## src/rtl/uart_pkg.sv

```systemverilog
// Shared types and bit-rate constants for the UART link partner.
package uart_pkg;

    localparam int DivWidth = 13;

    localparam logic [1:0] RateDefault = 2'd0;
    localparam logic [1:0] Rate2604    = 2'd1;
    localparam logic [1:0] Rate1302    = 2'd2;
    localparam logic [1:0] Rate434     = 2'd3;

    localparam logic [DivWidth-1:0] Div5207 = 13'd5207;
    localparam logic [DivWidth-1:0] Div2604 = 13'd2604;
    localparam logic [DivWidth-1:0] Div1302 = 13'd1302;
    localparam logic [DivWidth-1:0] Div434  = 13'd434;

    typedef enum logic [1:0] {
        TX_IDLE,
        TX_START,
        TX_DATA,
        TX_STOP
    } tx_state_t;

    typedef enum logic [2:0] {
        RX_IDLE,
        RX_START,
        RX_DATA,
        RX_STOP,
        RX_BREAK
    } rx_state_t;

    function automatic logic [DivWidth-1:0] rateDiv(input logic [1:0] rateSel,
                                                    input logic [DivWidth-1:0] defaultDiv);
        logic [DivWidth-1:0] div;
        case (rateSel)
            Rate2604: div = Div2604;
            Rate1302: div = Div1302;
            Rate434:  div = Div434;
            default:  div = defaultDiv;
        endcase
        return div;
    endfunction

endpackage

```

## src/rtl/uart_link_partner_if.sv

```systemverilog
// Parallel byte-stream side of the link partner: TX and RX valid/ready plus RX status pulses.
interface uart_link_partner_if;

    logic [7:0] tx_byte;
    logic       tx_valid;
    logic       tx_ready;
    logic [7:0] rx_byte;
    logic       rx_valid;
    logic       rx_ready;
    logic       rx_err;
    logic       rx_overrun;

    modport master (
        output tx_byte, tx_valid, rx_ready,
        input  tx_ready, rx_byte, rx_valid, rx_err, rx_overrun
    );

    modport slave (
        input  tx_byte, tx_valid, rx_ready,
        output tx_ready, rx_byte, rx_valid, rx_err, rx_overrun
    );

endinterface

```

## src/rtl/uart_link_rxbuf.sv

```systemverilog
// Two-entry receive FIFO; head reads as zero when empty.
module uart_link_rxbuf (
    input  logic       clk,
    input  logic       nReset,
    input  logic       push,
    input  logic [7:0] pushData,
    input  logic       pop,
    output logic [7:0] headData,
    output logic [1:0] count,
    output logic       full,
    output logic       empty
);
    import uart_pkg::*;

    logic [7:0] mem [2];
    logic       wrPtr;
    logic       rdPtr;
    logic       doPush;
    logic       doPop;

    assign full     = (count == 2'd2);
    assign empty    = (count == 2'd0);
    assign doPush   = push && !full;
    assign doPop    = pop && !empty;
    assign headData = empty ? 8'h00 : mem[rdPtr];

    always_ff @(posedge clk or negedge nReset) begin
        if (!nReset) begin
            mem[0] <= 8'h00;
            mem[1] <= 8'h00;
            wrPtr  <= 1'b0;
            rdPtr  <= 1'b0;
            count  <= 2'd0;
        end else begin
            if (doPush) begin
                mem[wrPtr] <= pushData;
                wrPtr      <= ~wrPtr;
            end
            if (doPop) begin
                rdPtr <= ~rdPtr;
            end
            case ({doPush, doPop})
                2'b10:   count <= count + 2'd1;
                2'b01:   count <= count - 2'd1;
                default: count <= count;
            endcase
        end
    end

endmodule

```

## src/rtl/uart_link_partner.sv

```systemverilog
// 8N1 link partner with RTS/CTS: parallel bytes to serial_out, serial_in to a buffered byte stream.
//  state     | meaning
//  TX_IDLE   | line high, accepting a byte when peer not full
//  TX_START  | start bit (low) for one bit period
//  TX_DATA   | 8 data bits, LSB first
//  TX_STOP   | stop bit (high) for one bit period
//  RX_IDLE   | waiting for falling edge on synchronized line
//  RX_START  | half-period wait, then confirm start bit
//  RX_DATA   | sampling 8 data bits at bit centres
//  RX_STOP   | sampling stop bit; push, overrun or framing error
//  RX_BREAK  | line held low after framing error, wait for high
module uart_link_partner #(
    parameter int DefaultDiv = 5207,
    parameter int RxDepth    = 2
) (
    input  logic                clk,
    input  logic                nReset,
    input  logic [1:0]          rate_sel,
    uart_link_partner_if.slave  bus,
    output logic                serial_out,
    input  logic                serial_in,
    input  logic                peer_rts,
    output logic                cts_out
);
    import uart_pkg::*;

    logic [DivWidth-1:0] curDiv;
    assign curDiv = rateDiv(rate_sel, DivWidth'(DefaultDiv));

    tx_state_t           txState, txStateNext;
    logic [DivWidth-1:0] txCnt, txCntNext;
    logic [DivWidth-1:0] txDiv, txDivNext;
    logic [2:0]          txBit, txBitNext;
    logic [7:0]          txShift, txShiftNext;
    logic                serialOutQ, serialOutNext;
    logic                txArmed;
    logic                txReady;
    logic                txFire;

    assign txReady     = txArmed && (txState == TX_IDLE) && !peer_rts;
    assign txFire      = txReady && bus.tx_valid;
    assign bus.tx_ready = txReady;
    assign serial_out  = serialOutQ;

    always_ff @(posedge clk or negedge nReset) begin
        if (!nReset) begin
            txState    <= TX_IDLE;
            txCnt      <= '0;
            txDiv      <= '0;
            txBit      <= '0;
            txShift    <= '0;
            serialOutQ <= 1'b1;
            txArmed    <= 1'b0;
        end else begin
            txState    <= txStateNext;
            txCnt      <= txCntNext;
            txDiv      <= txDivNext;
            txBit      <= txBitNext;
            txShift    <= txShiftNext;
            serialOutQ <= serialOutNext;
            txArmed    <= 1'b1;
        end
    end

    // Counters load period-1 and expire at zero, so each level lasts exactly one period.
    always_comb begin
        txStateNext   = txState;
        txCntNext     = txCnt;
        txDivNext     = txDiv;
        txBitNext     = txBit;
        txShiftNext   = txShift;
        serialOutNext = serialOutQ;
        case (txState)
            TX_IDLE: begin
                serialOutNext = 1'b1;
                if (txFire) begin
                    txShiftNext   = bus.tx_byte;
                    txDivNext     = curDiv;
                    txCntNext     = curDiv - 1'b1;
                    serialOutNext = 1'b0;
                    txStateNext   = TX_START;
                end
            end
            TX_START: begin
                if (txCnt == '0) begin
                    txCntNext     = txDiv - 1'b1;
                    txBitNext     = 3'd0;
                    serialOutNext = txShift[0];
                    txStateNext   = TX_DATA;
                end else begin
                    txCntNext = txCnt - 1'b1;
                end
            end
            TX_DATA: begin
                if (txCnt == '0) begin
                    txCntNext = txDiv - 1'b1;
                    if (txBit == 3'd7) begin
                        serialOutNext = 1'b1;
                        txStateNext   = TX_STOP;
                    end else begin
                        txBitNext     = txBit + 3'd1;
                        txShiftNext   = txShift >> 1;
                        serialOutNext = txShift[1];
                    end
                end else begin
                    txCntNext = txCnt - 1'b1;
                end
            end
            TX_STOP: begin
                if (txCnt == '0) begin
                    txStateNext = TX_IDLE;
                end else begin
                    txCntNext = txCnt - 1'b1;
                end
            end
            default: txStateNext = TX_IDLE;
        endcase
    end

    logic                syncA, rxS;
    rx_state_t           rxState, rxStateNext;
    logic [DivWidth-1:0] rxCnt, rxCntNext;
    logic [DivWidth-1:0] rxDiv, rxDivNext;
    logic [2:0]          rxBit, rxBitNext;
    logic [7:0]          rxShift, rxShiftNext;
    logic                rxPush, rxErrSet, rxOvrSet;
    logic                rxErrQ, rxOvrQ, ctsQ;
    logic                rxBusy;
    logic [7:0]          bufHead;
    logic [1:0]          bufCount;
    logic                bufFull, bufEmpty;

    assign rxBusy         = (rxState != RX_IDLE) && (rxState != RX_BREAK);
    assign bus.rx_valid   = !bufEmpty;
    assign bus.rx_byte    = bufHead;
    assign bus.rx_err     = rxErrQ;
    assign bus.rx_overrun = rxOvrQ;
    assign cts_out        = ctsQ;

    uart_link_rxbuf rxBuf (
        .clk      (clk),
        .nReset   (nReset),
        .push     (rxPush),
        .pushData (rxShift),
        .pop      (bus.rx_ready),
        .headData (bufHead),
        .count    (bufCount),
        .full     (bufFull),
        .empty    (bufEmpty)
    );

    always_ff @(posedge clk or negedge nReset) begin
        if (!nReset) begin
            syncA   <= 1'b1;
            rxS     <= 1'b1;
            rxState <= RX_IDLE;
            rxCnt   <= '0;
            rxDiv   <= '0;
            rxBit   <= '0;
            rxShift <= '0;
            rxErrQ  <= 1'b0;
            rxOvrQ  <= 1'b0;
            ctsQ    <= 1'b1;
        end else begin
            syncA   <= serial_in;
            rxS     <= syncA;
            rxState <= rxStateNext;
            rxCnt   <= rxCntNext;
            rxDiv   <= rxDivNext;
            rxBit   <= rxBitNext;
            rxShift <= rxShiftNext;
            rxErrQ  <= rxErrSet;
            rxOvrQ  <= rxOvrSet;
            // A frame in flight reserves a slot, so a peer honouring CTS never overruns.
            ctsQ    <= ({1'b0, bufCount} + {2'b00, rxBusy}) < 3'(RxDepth);
        end
    end

    always_comb begin
        rxStateNext = rxState;
        rxCntNext   = rxCnt;
        rxDivNext   = rxDiv;
        rxBitNext   = rxBit;
        rxShiftNext = rxShift;
        rxPush      = 1'b0;
        rxErrSet    = 1'b0;
        rxOvrSet    = 1'b0;
        case (rxState)
            RX_IDLE: begin
                if (!rxS) begin
                    rxDivNext   = curDiv;
                    rxCntNext   = (curDiv >> 1) - 1'b1;
                    rxStateNext = RX_START;
                end
            end
            RX_START: begin
                if (rxCnt == '0) begin
                    if (!rxS) begin
                        rxCntNext   = rxDiv - 1'b1;
                        rxBitNext   = 3'd0;
                        rxStateNext = RX_DATA;
                    end else begin
                        rxStateNext = RX_IDLE;
                    end
                end else begin
                    rxCntNext = rxCnt - 1'b1;
                end
            end
            RX_DATA: begin
                if (rxCnt == '0) begin
                    rxShiftNext = {rxS, rxShift[7:1]};
                    rxCntNext   = rxDiv - 1'b1;
                    if (rxBit == 3'd7) begin
                        rxStateNext = RX_STOP;
                    end else begin
                        rxBitNext = rxBit + 3'd1;
                    end
                end else begin
                    rxCntNext = rxCnt - 1'b1;
                end
            end
            RX_STOP: begin
                if (rxCnt == '0) begin
                    if (rxS) begin
                        rxPush      = !bufFull;
                        rxOvrSet    = bufFull;
                        rxStateNext = RX_IDLE;
                    end else begin
                        rxErrSet    = 1'b1;
                        rxStateNext = RX_BREAK;
                    end
                end else begin
                    rxCntNext = rxCnt - 1'b1;
                end
            end
            RX_BREAK: begin
                if (rxS) begin
                    rxStateNext = RX_IDLE;
                end
            end
            default: rxStateNext = RX_IDLE;
        endcase
    end

endmodule

```

## src/flat_wrapper.sv

```systemverilog
// flat-port wrapper written by rule: the top's interface ports become plain ports
module uart_link_partner_flat import uart_pkg::*;
#(
    parameter int DefaultDiv = 5207,
    parameter int RxDepth    = 2
)
  (clk, nReset, rate_sel, serial_out, serial_in, peer_rts, cts_out, bus_tx_byte, bus_tx_valid, bus_rx_ready, bus_tx_ready, bus_rx_byte, bus_rx_valid, bus_rx_err, bus_rx_overrun);
  uart_link_partner_if bus_i ();
  input  logic clk;
  input  logic nReset;
  input  logic [1:0] rate_sel;
  output logic serial_out;
  input  logic serial_in;
  input  logic peer_rts;
  output logic cts_out;
  input wire logic [$bits(bus_i.tx_byte)-1:0] bus_tx_byte;
  input wire logic [$bits(bus_i.tx_valid)-1:0] bus_tx_valid;
  input wire logic [$bits(bus_i.rx_ready)-1:0] bus_rx_ready;
  output wire logic [$bits(bus_i.tx_ready)-1:0] bus_tx_ready;
  output wire logic [$bits(bus_i.rx_byte)-1:0] bus_rx_byte;
  output wire logic [$bits(bus_i.rx_valid)-1:0] bus_rx_valid;
  output wire logic [$bits(bus_i.rx_err)-1:0] bus_rx_err;
  output wire logic [$bits(bus_i.rx_overrun)-1:0] bus_rx_overrun;
  assign bus_i.tx_byte = bus_tx_byte;
  assign bus_i.tx_valid = bus_tx_valid;
  assign bus_i.rx_ready = bus_rx_ready;
  assign bus_tx_ready = bus_i.tx_ready;
  assign bus_rx_byte = bus_i.rx_byte;
  assign bus_rx_valid = bus_i.rx_valid;
  assign bus_rx_err = bus_i.rx_err;
  assign bus_rx_overrun = bus_i.rx_overrun;
  uart_link_partner #(.DefaultDiv(DefaultDiv), .RxDepth(RxDepth)) u_core (.clk(clk), .nReset(nReset), .rate_sel(rate_sel), .bus(bus_i), .serial_out(serial_out), .serial_in(serial_in), .peer_rts(peer_rts), .cts_out(cts_out));
endmodule
```

## config.mk

```make
export PLATFORM = sky130hd
export DESIGN_NAME = uart_link_partner_flat
export DESIGN_NICKNAME = d
export VERILOG_FILES = /design/src/rtl/uart_pkg.sv /design/src/rtl/uart_link_partner_if.sv /design/src/rtl/uart_link_rxbuf.sv /design/src/rtl/uart_link_partner.sv /design/src/flat_wrapper.sv
export SDC_FILE = /design/constraint.sdc
export NUM_CORES = 1
export LEC_CHECK = 0
export CAP_MARGIN = 20
export CORE_MARGIN = 1
export CORE_UTILIZATION = 46
export DETAILED_ROUTE_END_ITERATION = 8
export REMOVE_ABC_BUFFERS = 1
export SLEW_MARGIN = 5
export SYNTH_ARGS = -nofsm -noshare
export SYNTH_HDL_FRONTEND = slang
export SYNTH_SLANG_ARGS = --single-unit
```

## constraint.sdc

```tcl
create_clock -name clk -period 4.38 [get_ports clk]
set_clock_uncertainty 0.1 [all_clocks]
set_input_delay 0.876 -clock clk [delete_from_list [all_inputs] [get_ports clk]]
set_output_delay 0.876 -clock clk [all_outputs]
set_load 0.01 [all_outputs]
```

[Word level (Yosys, flattened, before mapping)]
Index checks and enable logic that the tools add are counted.
Word-level totals
  register bits after elaboration: 106
  bits in latches: 0
  memory bits (writable): 0
  ROM bits: 0
  input bits: 16
  output and inout bits: 14
  logic and storage cells: 170
  memories: 0
Cells by class
  add/sub/neg operators: 11
  multiply operators: 0
  div/mod/pow operators: 0
  order comparisons: 4
  equality and inequality tests: 33
  shift operators: 0
  mux-type cells: 61
  bitwise operators: 5
  reductions and logical operators: 34
Operator list (number)
  $mux 13: 8
  $pmux 13 s3: 2
  $sub 13x1->13 const B: 5
  $mux 8: 8
  $pmux 13 s4: 1
  $mux 3: 14
  $logic_not 13->1: 2
  $ne 2x1->1 const B: 10
  $bwmux 16: 1
  $pmux 8 s2: 1
  $pmux 3 s5: 1
  $mux 1: 13
  $sub 12x1->13 const B: 1
  $eq 2x2->1 const B: 6
  $mux 2: 6
  $ne 2x2->1 const B: 6
  $pmux 3 s2: 2
  $reduce_and 4->1: 3
  $reduce_and 5->1: 2
  $eq 3x3->1 const B: 3
  $demux 8 s1: 1
  $pmux 2 s4: 1
  $reduce_and 2->1: 4
  $reduce_bool 2->1: 4
  24 further kinds: 43

[Logic depth before layout (Yosys ltp)]
  depth after elaboration: 8
  mapped depth: 9
  mapped depth without buffers: 9

[Cells and area by module]
A second synthesis with hierarchy kept.
Second synthesis, totals
  cell total of the unflattened synthesis: 598
  area total of the unflattened synthesis: 5819.3 um2
Modules (own cells, without submodules)
  uart_link_partner: times used 1, cells an instance 530, area each 4907.2 um2, seq. area each 1906.8 um2
  uart_link_rxbuf: times used 1, cells an instance 68, area each 912.1 um2, seq. area each 500.5 um2

[Worst setup path before layout]
OpenSTA, ideal clock, no wires.
  kind: register -> register
  start: register u_core.rxCnt[7]
  end: register u_core.rxBit[0]
  setup time: 125 ps
  arrival: 2406 ps
  data required time: 4155 ps
  setup slack: 1749 ps
  cell stages (with the launch flop): 7
  path buffers: 2
  clock period less this slack: 2631 ps
  path through: dfrtp_1 > or4_4 > buf_6 > or4_4 > buf_6 > or3_4 > mux2_4
Between the ends
  cells in the longest elaborated chain, start to end: 3
  elaborated cells between the ends (all ways): 4
  those cells by class: 2 x eq/ne; 2 x reduce/logical
RTL lines
  start, declared: line uart_link_partner.sv:122  | logic [DivWidth-1:0] rxCnt, rxCntNext;
  start signal, assigned: line uart_link_partner.sv:168  | rxCnt <= rxCntNext;
  $logic_not 13->1 (*): line uart_link_partner.sv:197, uart_link_partner.sv:210
  $ne 2x1->1 (no line)
  $reduce_and 5->1 (no line) (*)
  end signal, assigned: line uart_link_partner.sv:170  | rxBit <= rxBitNext;
  end, declared: line uart_link_partner.sv:124  | logic [2:0] rxBit, rxBitNext;
Mark *: on every way between the ends. The rest lies on a longest branch, timed or not.
A chain may end at the register's enable or synchronous reset.

[Final worst setup path]
  start: input peer_rts
  end: output bus_tx_ready
Between the ends
  cells in the longest elaborated chain, start to end: 2
RTL lines
  start, declared: line flat_wrapper.sv:14  | input logic peer_rts;
  $logic_not 1->1: line uart_link_partner.sv:40  | assign txReady = txArmed && (txState == TX_IDLE) && !peer_rts;
  $logic_and 1x1->1: line uart_link_partner.sv:40
  end, declared: line flat_wrapper.sv:19  | output wire logic [$bits(bus_i.tx_ready)-1:0] bus_tx_ready;
Every way passes these cells.

==> impl_metrics.env <==
export IMPL_fin_nets=666
export IMPL_portBuffers=29
export IMPL_timing_hold_ws_ns=0.257
export IMPL_cts_buffers=9
export IMPL_drive_above_1_share=0.114
export IMPL_ant_nets=0
export IMPL_vdd_drop_max_mv=0.293
export IMPL_rsz0062_at_grt="no"
export IMPL_chipWidth_um=114
export IMPL_cts_root_buf="clkbuf_16"
export IMPL_ioPinCount=30
export IMPL_clk_pin_slew_worst_paths_ns=0.07
export IMPL_insertion_delay_ns=0.34
export IMPL_worst_setup_path_end_kind="output port"
export IMPL_crit_fanout=2
export IMPL_routed_via_density=5.83
export IMPL_die_h_um=114
export IMPL_synthCells=608
export IMPL_hold_class="reg2reg"
export IMPL_clock_sinks=96
export IMPL_grt_max_degree=77
export IMPL_area_delta_synth_final_pct=12.5
export IMPL_post_synth_top_area_fraction=0.396
export IMPL_rows=40
export IMPL_postCtsSetupBuffers=0
export IMPL_fillers=1104
export IMPL_setup_violations=0
export IMPL_gp_congestion=0.940
export IMPL_n_antenna_cell=0
export IMPL_cts_tree="done"
export IMPL_max_slew_worst_pin_slew_ns=1.03
export IMPL_yosysMostFrequentCell="dfrtp_1"
export IMPL_synth_area_leaders="dfrtp_1 (40%), mux2_2 (5.4%), ha_1 (4.9%)"
export IMPL_via_count=4664
export IMPL_drt_first_pass_iters=5
export IMPL_initial_utilization=0.478
export IMPL_synth_edff_count=0
export IMPL_path_class="in2out"
export IMPL_cts_hold_buffers=0
export IMPL_post_place_ws_ns=1.19
export IMPL_grt_overflow=0
export IMPL_synth_distinct_cells=69
export IMPL_wl_mm=13.8
export IMPL_seq_area_frac_synth=0.414
export IMPL_grt_usage=0.225
export IMPL_static_leakage_power_uw=0.00284
export IMPL_synth_area_per_cell_um2=9.56
export IMPL_min_period_over_period=0.692
export IMPL_hold_violations=0
export IMPL_fmax_mhz=330
export IMPL_ctsHtreeMaxLevel=3
export IMPL_p_per_area_nw_per_um2=661
export IMPL_period_minus_slack_ns=3.03
export IMPL_arrival_ns=2.05
export IMPL_cts_resized=0
export IMPL_grt_first_pass_wirelength_mm=23.1
export IMPL_drc_errors=0
export IMPL_synth_ff_type="dfrtp_1"
export IMPL_hpwl_mm=9.79
export IMPL_dieArea_um2=13100
export IMPL_async_flop_share=1.00
export IMPL_yosysTopAreaCell="dfrtp_1"
export IMPL_wl_per_cell_um=17.2
export IMPL_ys_warn_count=0
export IMPL_drt_iter0_drc=288
export IMPL_syn_area_um2=5810
export IMPL_status="finished clean"
export IMPL_antenna_found_initial=0
export IMPL_maxCapViolations=0
export IMPL_ys_ff_latch=96
export IMPL_grt_pass1_vias=4504
export IMPL_worst_ep_required_time_ns=3.40
export IMPL_clk_path_buf_depth=2
export IMPL_crit_path_start_kind="primary input"
export IMPL_finalWorstSetupSlack_ns=1.35
export IMPL_synth_common_cells="dfrtp_1 (92), o21ai_0 (54), nand2_1 (50)"
export IMPL_fp_coreArea_um2=12200
export IMPL_report_final_slew_viol_count=0
export IMPL_setup_tns_ns=0
export IMPL_relSlewSlack=0.316
-- per-stage QoR --
stage / instance area (um^2) / power (uW) / std cells / utilization
finish: 6540 / 4320 / 800 / 0.538
global placement: 6240 / 3460 / 784 / 0.513
detailed placement: 6240 / 3490 / 784 / 0.513
floorplan: 5690 / 2900 / 580 / -
CTS: 6540 / 4320 / 800 / 0.538
global route: 6540 / 4660 / 800 / 0.538
-- critical path: stages --
cell and delay, ns:
clkdlybuf4s50_1 0.41, and3b_1 0.23, clkdlybuf4s50_1 0.54
-- cells by family (layout without fill, tap and decap cells) --
logic type,after synthesis,count (layout),synth area share
AO/OA/AOI/OAI,150,150,0.167
XOR/XNOR,29,29,0.0437
adder cells (fa/ha/maj),23,23,0.0495
buffers and inverters,54,78,0.0381
flip-flops,96,96,0.414
multiplexers,56,56,0.103
other,1,1,0.000645
AND/OR/NAND/NOR,199,199,0.183
-- worst paths after layout --
path	startpoint	end	slack (ns)	depth (start not counted)
worst min-delay path	u_core.syncA	u_core.rxS	0.26	0
worst max register to register	u_core.txCnt[0]	u_core.txShift[2]	1.46	8
max in group asynchronous	nReset	u_core.rxBuf.mem[5]	2.71	2
worst min register to register	u_core.syncA	u_core.rxS	0.26	0
worst max-delay path	peer_rts	bus_tx_ready	1.35	3
min in group asynchronous	nReset	u_core.txCnt[1]	0.59	1
-- cell type report --
type / count / area [um^2] / area share
clock buffer: 9 / 225 / 0.0344
clock inverter: 7 / 77.6 / 0.0119
inverter: 26 / 97.6 / 0.0149
multi-input combinational: 458 / 3190 / 0.487
sequential: 96 / 2410 / 0.368
tap: 168 / 210 / 0.0321
timing repair buffer: 36 / 340 / 0.0520
-- routing by layer --
metal | routed length (um) | global-route usage | vias to the layer above | part of all wire
met5 | 0 | 0 | - | 0
met4 | 267 | 0.0892 | 0 | 0.019
met3 | 625 | 0.0355 | 25 | 0.045
met2 | 6090 | 0.337 | 140 | 0.44
met1 | 6780 | 0.327 | 2237 | 0.49
li1 | - | - | 2262 | -
-- state kept, by name, indices dropped and copies added, names as in the netlist, 2 cells and up --
signal and flops:
u_core.rxState 3, u_core.rxCnt 13, u_core.txCnt 13, u_core.txDiv 8, u_core.rxBit 3, u_core.txShift 8, u_core.txState 2, u_core.rxBuf.count 2
u_core.txBit 3, u_core.rxShift 8, u_core.rxDiv 8, u_core.rxBuf.mem 16
-- where the power goes --
part	leakage (uW)	total (uW)	switching (uW)	internal, uW
Clock	0.000147	817	366	450
Sequential	0.00124	1510	353	1160
Combinational	0.00146	2000	1150	843
-- placed cells by master (no fill, tap or decap), types with 9 or more instances in the layout --
master and instances:
a21oi_1 22, a22o_1 10, clkbuf_16 9, clkdlybuf4s50_1 28
dfrtp_1 92, ha_1 23, inv_1 26, mux2_2 28
mux2i_1 27, nand2_1 50, nand2b_1 9, nor2_1 43
nor3_1 16, nor4_1 10, o21ai_0 54, or3_1 9
xnor2_1 17, xor2_1 12
Note: power is estimated with default switching activity, not from simulation.
